File: config.mk
export PLATFORM = sky130hd
export DESIGN_NAME = soi_monitor_flat
export DESIGN_NICKNAME = d
export VERILOG_FILES = /design/src/rtl/soi_monitor_pkg.sv /design/src/rtl/soi_monitor_if.sv /design/src/rtl/soi_fifo.sv /design/src/rtl/soi_monitor.sv /design/src/flat_wrapper.sv
export SDC_FILE = /design/constraint.sdc
export NUM_CORES = 1
export LEC_CHECK = 0
export CORE_AREA = 5 5 185 187
export DETAILED_ROUTE_END_ITERATION = 10
export DIE_AREA = 0 0 190 192
export HOLD_SLACK_MARGIN = 0.08
export PLACE_DENSITY = 0.74
export SETUP_SLACK_MARGIN = 0.02
export SLEW_MARGIN = 20
export SYNTH_ARGS = -nofsm -noshare
export SYNTH_HDL_FRONTEND = slang
export SYNTH_SLANG_ARGS = --single-unit
export TNS_END_PERCENT = 5
File: constraint.sdc
create_clock -name clk -period 3.92 [get_ports clk]
set_input_delay 0.784 -clock clk [delete_from_list [all_inputs] [get_ports clk]]
set_output_delay 0.784 -clock clk [all_outputs]
set_load 0.05 [all_outputs]
File: src/rtl/soi_monitor_pkg.sv
// Shared constants and record-layout helpers for the SOI change monitor.
// A record is {ts, soi}, with the timestamp in the upper bits.
package soi_monitor_pkg;

    localparam int SOI_W_DEF = 8;
    localparam int DEPTH_DEF = 16;
    localparam int TS_W_DEF  = 16;

    localparam int              DROP_W   = 8;
    localparam logic [DROP_W-1:0] DROP_MAX = 8'd255;

    function automatic int ts_lsb(input int soi_w);
        return soi_w;
    endfunction

    function automatic int rec_width(input int ts_w, input int soi_w);
        return ts_w + soi_w;
    endfunction

    localparam int TS_LSB = ts_lsb(SOI_W_DEF);

endpackage

File: src/rtl/soi_monitor_if.sv
// Host-facing read port of the SOI monitor: record stream plus status.
// The monitor drives it through the master modport, the reader through slave.
interface soi_monitor_if
    import soi_monitor_pkg::*;
#(
    parameter int SOI_W = SOI_W_DEF,
    parameter int TS_W  = TS_W_DEF,
    parameter int DEPTH = DEPTH_DEF
);

    localparam int REC_W = rec_width(TS_W, SOI_W);
    localparam int CNT_W = $clog2(DEPTH) + 1;

    logic              rd_valid;
    logic [REC_W-1:0]  rd_data;
    logic              rd_ready;
    logic [CNT_W-1:0]  count;
    logic              overflow;
    logic [DROP_W-1:0] drop_cnt;

    modport master (
        output rd_valid,
        output rd_data,
        output count,
        output overflow,
        output drop_cnt,
        input  rd_ready
    );

    modport slave (
        input  rd_valid,
        input  rd_data,
        input  count,
        input  overflow,
        input  drop_cnt,
        output rd_ready
    );

endinterface

File: src/rtl/soi_fifo.sv
// Synchronous FIFO with a separate occupancy counter; a push into a full
// FIFO is still accepted when a pop happens on the same edge.
module soi_fifo
    import soi_monitor_pkg::*;
#(
    parameter int WIDTH = rec_width(TS_W_DEF, SOI_W_DEF),
    parameter int DEPTH = DEPTH_DEF
) (
    input  logic                   clk,
    input  logic                   reset,
    input  logic                   clear,
    input  logic                   push,
    input  logic                   pop,
    input  logic [WIDTH-1:0]       din,
    output logic [WIDTH-1:0]       dout,
    output logic                   full,
    output logic                   empty,
    output logic [$clog2(DEPTH):0] count
);

    localparam int PTR_W = $clog2(DEPTH);
    localparam int CNT_W = PTR_W + 1;

    logic [WIDTH-1:0] mem [DEPTH];
    logic [PTR_W-1:0] wr_ptr;
    logic [PTR_W-1:0] rd_ptr;
    logic [CNT_W-1:0] cnt;
    logic             do_push;
    logic             do_pop;

    assign empty   = (cnt == '0);
    assign full    = (cnt == CNT_W'(DEPTH));
    assign do_pop  = pop && !empty && !clear;
    assign do_push = push && (!full || do_pop) && !clear;
    assign count   = cnt;

    // Empty FIFO presents zero so stale storage never leaks onto the bus.
    assign dout = empty ? '0 : mem[rd_ptr];

    always_ff @(posedge clk) begin
        if (do_push) begin
            mem[wr_ptr] <= din;
        end
    end

    always_ff @(posedge clk or posedge reset) begin
        if (reset) begin
            wr_ptr <= '0;
            rd_ptr <= '0;
            cnt    <= '0;
        end else if (clear) begin
            wr_ptr <= '0;
            rd_ptr <= '0;
            cnt    <= '0;
        end else begin
            if (do_push) begin
                wr_ptr <= wr_ptr + PTR_W'(1);
            end
            if (do_pop) begin
                rd_ptr <= rd_ptr + PTR_W'(1);
            end
            case ({do_push, do_pop})
                2'b10:   cnt <= cnt + CNT_W'(1);
                2'b01:   cnt <= cnt - CNT_W'(1);
                default: cnt <= cnt;
            endcase
        end
    end

endmodule

File: src/rtl/soi_monitor.sv
// Samples the SOI probe vector every clock, logs a timestamped record on each
// change (plus a baseline on every enable), and buffers records for the host.
module soi_monitor
    import soi_monitor_pkg::*;
#(
    parameter int SOI_W = SOI_W_DEF,
    parameter int DEPTH = DEPTH_DEF,
    parameter int TS_W  = TS_W_DEF
) (
    input  logic             clk,
    input  logic             reset,
    input  logic [SOI_W-1:0] soi,
    input  logic             enable,
    input  logic             clear,
    soi_monitor_if.master    rd
);

    localparam int REC_W   = rec_width(TS_W, SOI_W);
    localparam int CNT_W   = $clog2(DEPTH) + 1;
    localparam int REC_LSB = ts_lsb(SOI_W);

    logic [TS_W-1:0]   ts;
    logic [SOI_W-1:0]  soi_prev;
    logic              armed;
    logic              overflow;
    logic [DROP_W-1:0] drop_cnt;

    logic              push;
    logic              pop;
    logic              drop;
    logic [REC_W-1:0]  rec;
    logic [REC_W-1:0]  fifo_dout;
    logic              fifo_full;
    logic              fifo_empty;
    logic [CNT_W-1:0]  fifo_count;

    function automatic logic [DROP_W-1:0] sat_inc(input logic [DROP_W-1:0] v);
        return (v == DROP_MAX) ? v : v + DROP_W'(1);
    endfunction

    // Capture stage: baseline on the first enabled edge, then changes only.
    assign push = enable && !clear && (!armed || (soi != soi_prev));
    assign pop  = rd.rd_valid && rd.rd_ready;
    assign drop = push && fifo_full && !pop;

    always_comb begin
        rec = '0;
        rec[REC_W-1:REC_LSB] = ts;
        rec[REC_LSB-1:0]     = soi;
    end

    always_ff @(posedge clk or posedge reset) begin
        if (reset) begin
            ts       <= '0;
            soi_prev <= '0;
            armed    <= 1'b0;
            overflow <= 1'b0;
            drop_cnt <= '0;
        end else begin
            soi_prev <= soi;
            if (clear) begin
                ts       <= '0;
                armed    <= 1'b0;
                overflow <= 1'b0;
                drop_cnt <= '0;
            end else begin
                ts    <= ts + TS_W'(1);
                armed <= enable;
                if (drop) begin
                    overflow <= 1'b1;
                    drop_cnt <= sat_inc(drop_cnt);
                end
            end
        end
    end

    // Buffer stage: records wait here until the host reads them.
    soi_fifo #(
        .WIDTH (REC_W),
        .DEPTH (DEPTH)
    ) u_fifo (
        .clk   (clk),
        .reset (reset),
        .clear (clear),
        .push  (push),
        .pop   (pop),
        .din   (rec),
        .dout  (fifo_dout),
        .full  (fifo_full),
        .empty (fifo_empty),
        .count (fifo_count)
    );

    assign rd.rd_valid = !fifo_empty;
    assign rd.rd_data  = fifo_dout;
    assign rd.count    = fifo_count;
    assign rd.overflow = overflow;
    assign rd.drop_cnt = drop_cnt;

endmodule

File: src/flat_wrapper.sv
// flat-port wrapper written by rule: the top's interface ports become plain ports
module soi_monitor_flat import soi_monitor_pkg::*;
#(
    parameter int SOI_W = SOI_W_DEF,
    parameter int DEPTH = DEPTH_DEF,
    parameter int TS_W  = TS_W_DEF
)
  (clk, reset, soi, enable, clear, rd_rd_valid, rd_rd_data, rd_count, rd_overflow, rd_drop_cnt, rd_rd_ready);
  soi_monitor_if #(.SOI_W(SOI_W), .TS_W(TS_W), .DEPTH(DEPTH)) rd_i ();
  input  logic clk;
  input  logic reset;
  input  logic [SOI_W-1:0] soi;
  input  logic enable;
  input  logic clear;
  output wire logic [$bits(rd_i.rd_valid)-1:0] rd_rd_valid;
  output wire logic [$bits(rd_i.rd_data)-1:0] rd_rd_data;
  output wire logic [$bits(rd_i.count)-1:0] rd_count;
  output wire logic [$bits(rd_i.overflow)-1:0] rd_overflow;
  output wire logic [$bits(rd_i.drop_cnt)-1:0] rd_drop_cnt;
  input wire logic [$bits(rd_i.rd_ready)-1:0] rd_rd_ready;
  assign rd_rd_valid = rd_i.rd_valid;
  assign rd_rd_data = rd_i.rd_data;
  assign rd_count = rd_i.count;
  assign rd_overflow = rd_i.overflow;
  assign rd_drop_cnt = rd_i.drop_cnt;
  assign rd_i.rd_ready = rd_rd_ready;
  soi_monitor #(.SOI_W(SOI_W), .DEPTH(DEPTH), .TS_W(TS_W)) u_core (.clk(clk), .reset(reset), .soi(soi), .enable(enable), .clear(clear), .rd(rd_i));
endmodule
==> results.json <==
{
  "internal_power_mw": 9.15,
  "dr.pass1.iters": 5,
  "die_y_um": 192,
  "postLayoutCellArea_um2": 20300,
  "finalCritPeriodShare": 0.975,
  "final_cells": 1539,
  "synth_edf_count": 384,
  "netlist_area_um2": 17200,
  "min_period_ns": 3.82,
  "ys_seq_area_frac": 0.737,
  "hp-class": "reg -> reg",
  "crit_path_frequent_cell": "buf_4",
  "placed_area_um2": 18900,
  "cts_buffers": 41,
  "p_sw_mw": 3.84,
  "ys_warn_count": 0,
  "p_seq_frac": 0.398,
  "core_area_um2": 32300,
  "worst_ir_drop_vdd_mv": 0.481,
  "route.detailed.wl_per_inst_um": 23.9,
  "grt_pass1_wl_um": 57000,
  "die_area_um2": 36500,
  "grt_pass1_vias": 9590,
  "p_sw_frac": 0.295,
  "drt_iter0_markers": 841,
  "ys_ff_latch": 431,
  "max_cap_viol_count": 0,
  "leakage_nw": 6.66,
  "whs_ns": 0.525,
  "p_per_area_nw_per_um2": 640,
  "drt_wl_total_um": 36700,
  "synth_top_area_frac": 0.669,
  "io_pins": 52,
  "cp_max_fo": 30,
  "clock-sinks": 431,
  "syn_area_per_cell_um2": 17.8,
  "synth_commonest_cells": "384 x edfxtp_1, 96 x mux2i_1, 48 x mux4_2, 48 x o221ai_1, 47 x dfrtp_1",
  "grt_max_degree": 44,
  "setup_viol": 0,
  "crit_path_max_incr_delay_ns": 0.69,
  "antenna_cells": 0,
  "antenna_found_initial": 0,
  "fin_tns_setup_ns": 0,
  "end_kind": "output port",
  "synth.area.top_cells": "edfxtp_1 67%, dfrtp_1 6.8%, mux4_2 6.3%",
  "synthFlopType": "edfxtp_1",
  "area_growth_pct": 17.8,
  "cts_tree": "done",
  "rsz0062_at_grt": "true",
  "synth_largest_area_cell": "edfxtp_1",
  "slew_headroom": 0.457,
  "skew_ns": 0.0119,
  "gr-total-overflow": 0,
  "clk_pin_slew_ns": 0.06,
  "drv_slew": 0,
  "yosysMostFrequentCell": "edfxtp_1",
  "die_w_um": 190,
  "arrival_ns": 3.04,
  "dp_slack_ns": 0.0491,
  "critPathLaunchType": "flop",
  "initial_core_util": 0.534,
  "finalWeightedCongestion": 0.780,
  "cpMaxStageDelayCell": "a211oi_1",
  "critPathKind": "reg -> out",
  "vias": 9277,
  "clk_path_buf_depth": 3,
  "grt.total_usage": 0.205,
  "route.detailed.drc": 0,
  "dpl.hpwl_um": 21500,
  "htreeDepth": 2,
  "synth_nets": 990,
  "numPortBuffers": 51,
  "crit_chain": "buf_4 > nand2_2 > buf_4 > o221ai_1 > o22ai_1 > a211oi_1 > buf_12",
  "ctsHoldBuffers": 0,
  "rows": 66,
  "layout-drive-gt1-share": 0.202,
  "clkLatencyLatePin_ns": 0.53,
  "clkPwrFrac": 0.318,
  "ant_nets": 0,
  "fin_nets": 1088,
  "synth.distinct_cells": 51,
  "synthCells": 966,
  "clock.fmax_mhz": 262,
  "viasPerCell": 6.03,
  "power_frac_comb": 0.284,
  "tightest_slew_ns": 0.809,
  "hold_viol_final": 0,
  "setup_slack_ns": 0.0996,
  "status": "finished, final reports clean",
  "placedCellCount": 1463,
  "cts-root-buf": "clkbuf_16",
  "async_reset_ff_frac": 0.109,
  "critPathRequiredTime_ns": 3.14
}
## layer usage
metal	wire length, um	part of all wire	global-route usage	vias up
met1	15200	0.41	0.291	4771
met5	0	0	0	-
met3	2800	0.076	0.0329	46
met2	18200	0.49	0.340	386
li1	-	-	-	4074
met4	597	0.016	0.0431	0
## power by group through the flow
stage / Clock (mW) / Combinational [mW] / Sequential (mW)
after floorplan: 0 / 2.20 / 5.27
after global placement: 0 / 3.68 / 5.26
after detailed placement: 0 / 3.71 / 5.26
after CTS: 4.19 / 3.72 / 5.16
after global routing: 4.41 / 3.88 / 5.18
final: 4.14 / 3.69 / 5.16
## through the flow
| step | util | total power [mW] |
|---|---|---|
| CTS | 0.628 | 13.1 |
| floorplan | - | 7.47 |
| global route | 0.629 | 13.5 |
| finish | 0.629 | 13.0 |
| detailed placement | 0.584 | 8.97 |
| global placement | 0.584 | 8.94 |
## worst paths after layout
| path | start | to | slack [ns] | depth (start not counted) |
|---|---|---|---|---|
| worst max-delay path | u_core.u_fifo.rd_ptr[2] | rd_rd_data[0] | 0.1 | 7 |
| worst min-delay path | u_core.rd.overflow | u_core.rd.overflow | 0.53 | 2 |
| worst max register to register | u_core.u_fifo.count[1] | u_core.u_fifo.count[4] | 0.70 | 12 |
| worst min register to register | u_core.rd.overflow | u_core.rd.overflow | 0.53 | 2 |
| max in group asynchronous | reset | u_core.ts[1] | 2.47 | 3 |
| min in group asynchronous | reset | u_core.rd.overflow | 0.72 | 2 |
## final cells by class
cell class                 count  area, um^2
clock inverter                26         302
multi-input combinational    471        4320
timing repair buffer         104        1220
fill                        2205       12000
inverter                      15        56.3
sequential                   431       12700
clock buffer                  50        1130
tap                          442         553
## cells in the final DEF, fill, tap and decap left out, types with 3 or more instances in the layout
cell type	synthesis	layout
edfxtp_1	384	384
mux2i_1	96	96
o221ai_1	48	48
mux4_2	48	48
buf_4	0	47
dfrtp_1	47	45
clkbuf_16	0	43
nand2_1	43	42
nor2_1	44	40
buf_12	0	30
clkdlybuf4s50_1	0	27
o22ai_1	24	24
a211oi_1	24	22
xnor2_1	19	19
xor2_1	15	15
inv_1	14	13
a21oi_1	11	11
and2_1	10	10
ha_1	10	10
nand3_1	9	9
nand4_1	8	8
clkinv_2	0	7
or3_1	6	6
nor2b_1	6	6
bufinv_16	0	6
clkinvlp_4	0	6
o21ai_0	5	5
nor3_1	5	5
nor4_2	1	5
nor2_2	0	4
clkinv_1	0	4
clkbuf_1	26	4
a211oi_2	1	3
clkbuf_8	0	3
## flip-flops by register name, indices dropped and copies added, names as in the netlist
| signal | cells |
|---|---|
| u_core.u_fifo.wr_ptr | 4 |
| u_core.ts | 16 |
| u_core.rd.overflow | 1 |
| u_core.u_fifo.rd_ptr | 4 |
| u_core.u_fifo.mem | 384 |
| u_core.armed | 1 |
| u_core.rd.drop_cnt | 8 |
| u_core.soi_prev | 8 |
| u_core.u_fifo.count | 5 |
## cells by family (layout without fill, tap and decap cells)
| family | after synthesis | in the layout | share of synthesized area |
|---|---|---|---|
| buffers and inverters | 64 | 195 | 0.0151 |
| DFF | 431 | 431 | 0.737 |
| xor gates and xnor gates | 34 | 34 | 0.0173 |
| and+or+nand+nor | 154 | 154 | 0.0457 |
| adders and majority gates | 11 | 11 | 0.00842 |
| muxes | 146 | 146 | 0.120 |
| AOI/OAI and AO/OA | 126 | 126 | 0.0567 |
## critical path: cells and delay by family, from the launching register on
family	cells	cell delay, ns
buffers and inverters	3	0.94
AND/OR/NAND/NOR	1	0.09
AO/OA/AOI/OAI	3	1.10
flip-flops	1	0.36
## what timing repair did
item                                    CTS  global route
endpoints found under the setup margin    0             2
buffers inserted                          0             0
gates resized for setup                   0             2
(Power assumes the default switching activity.)
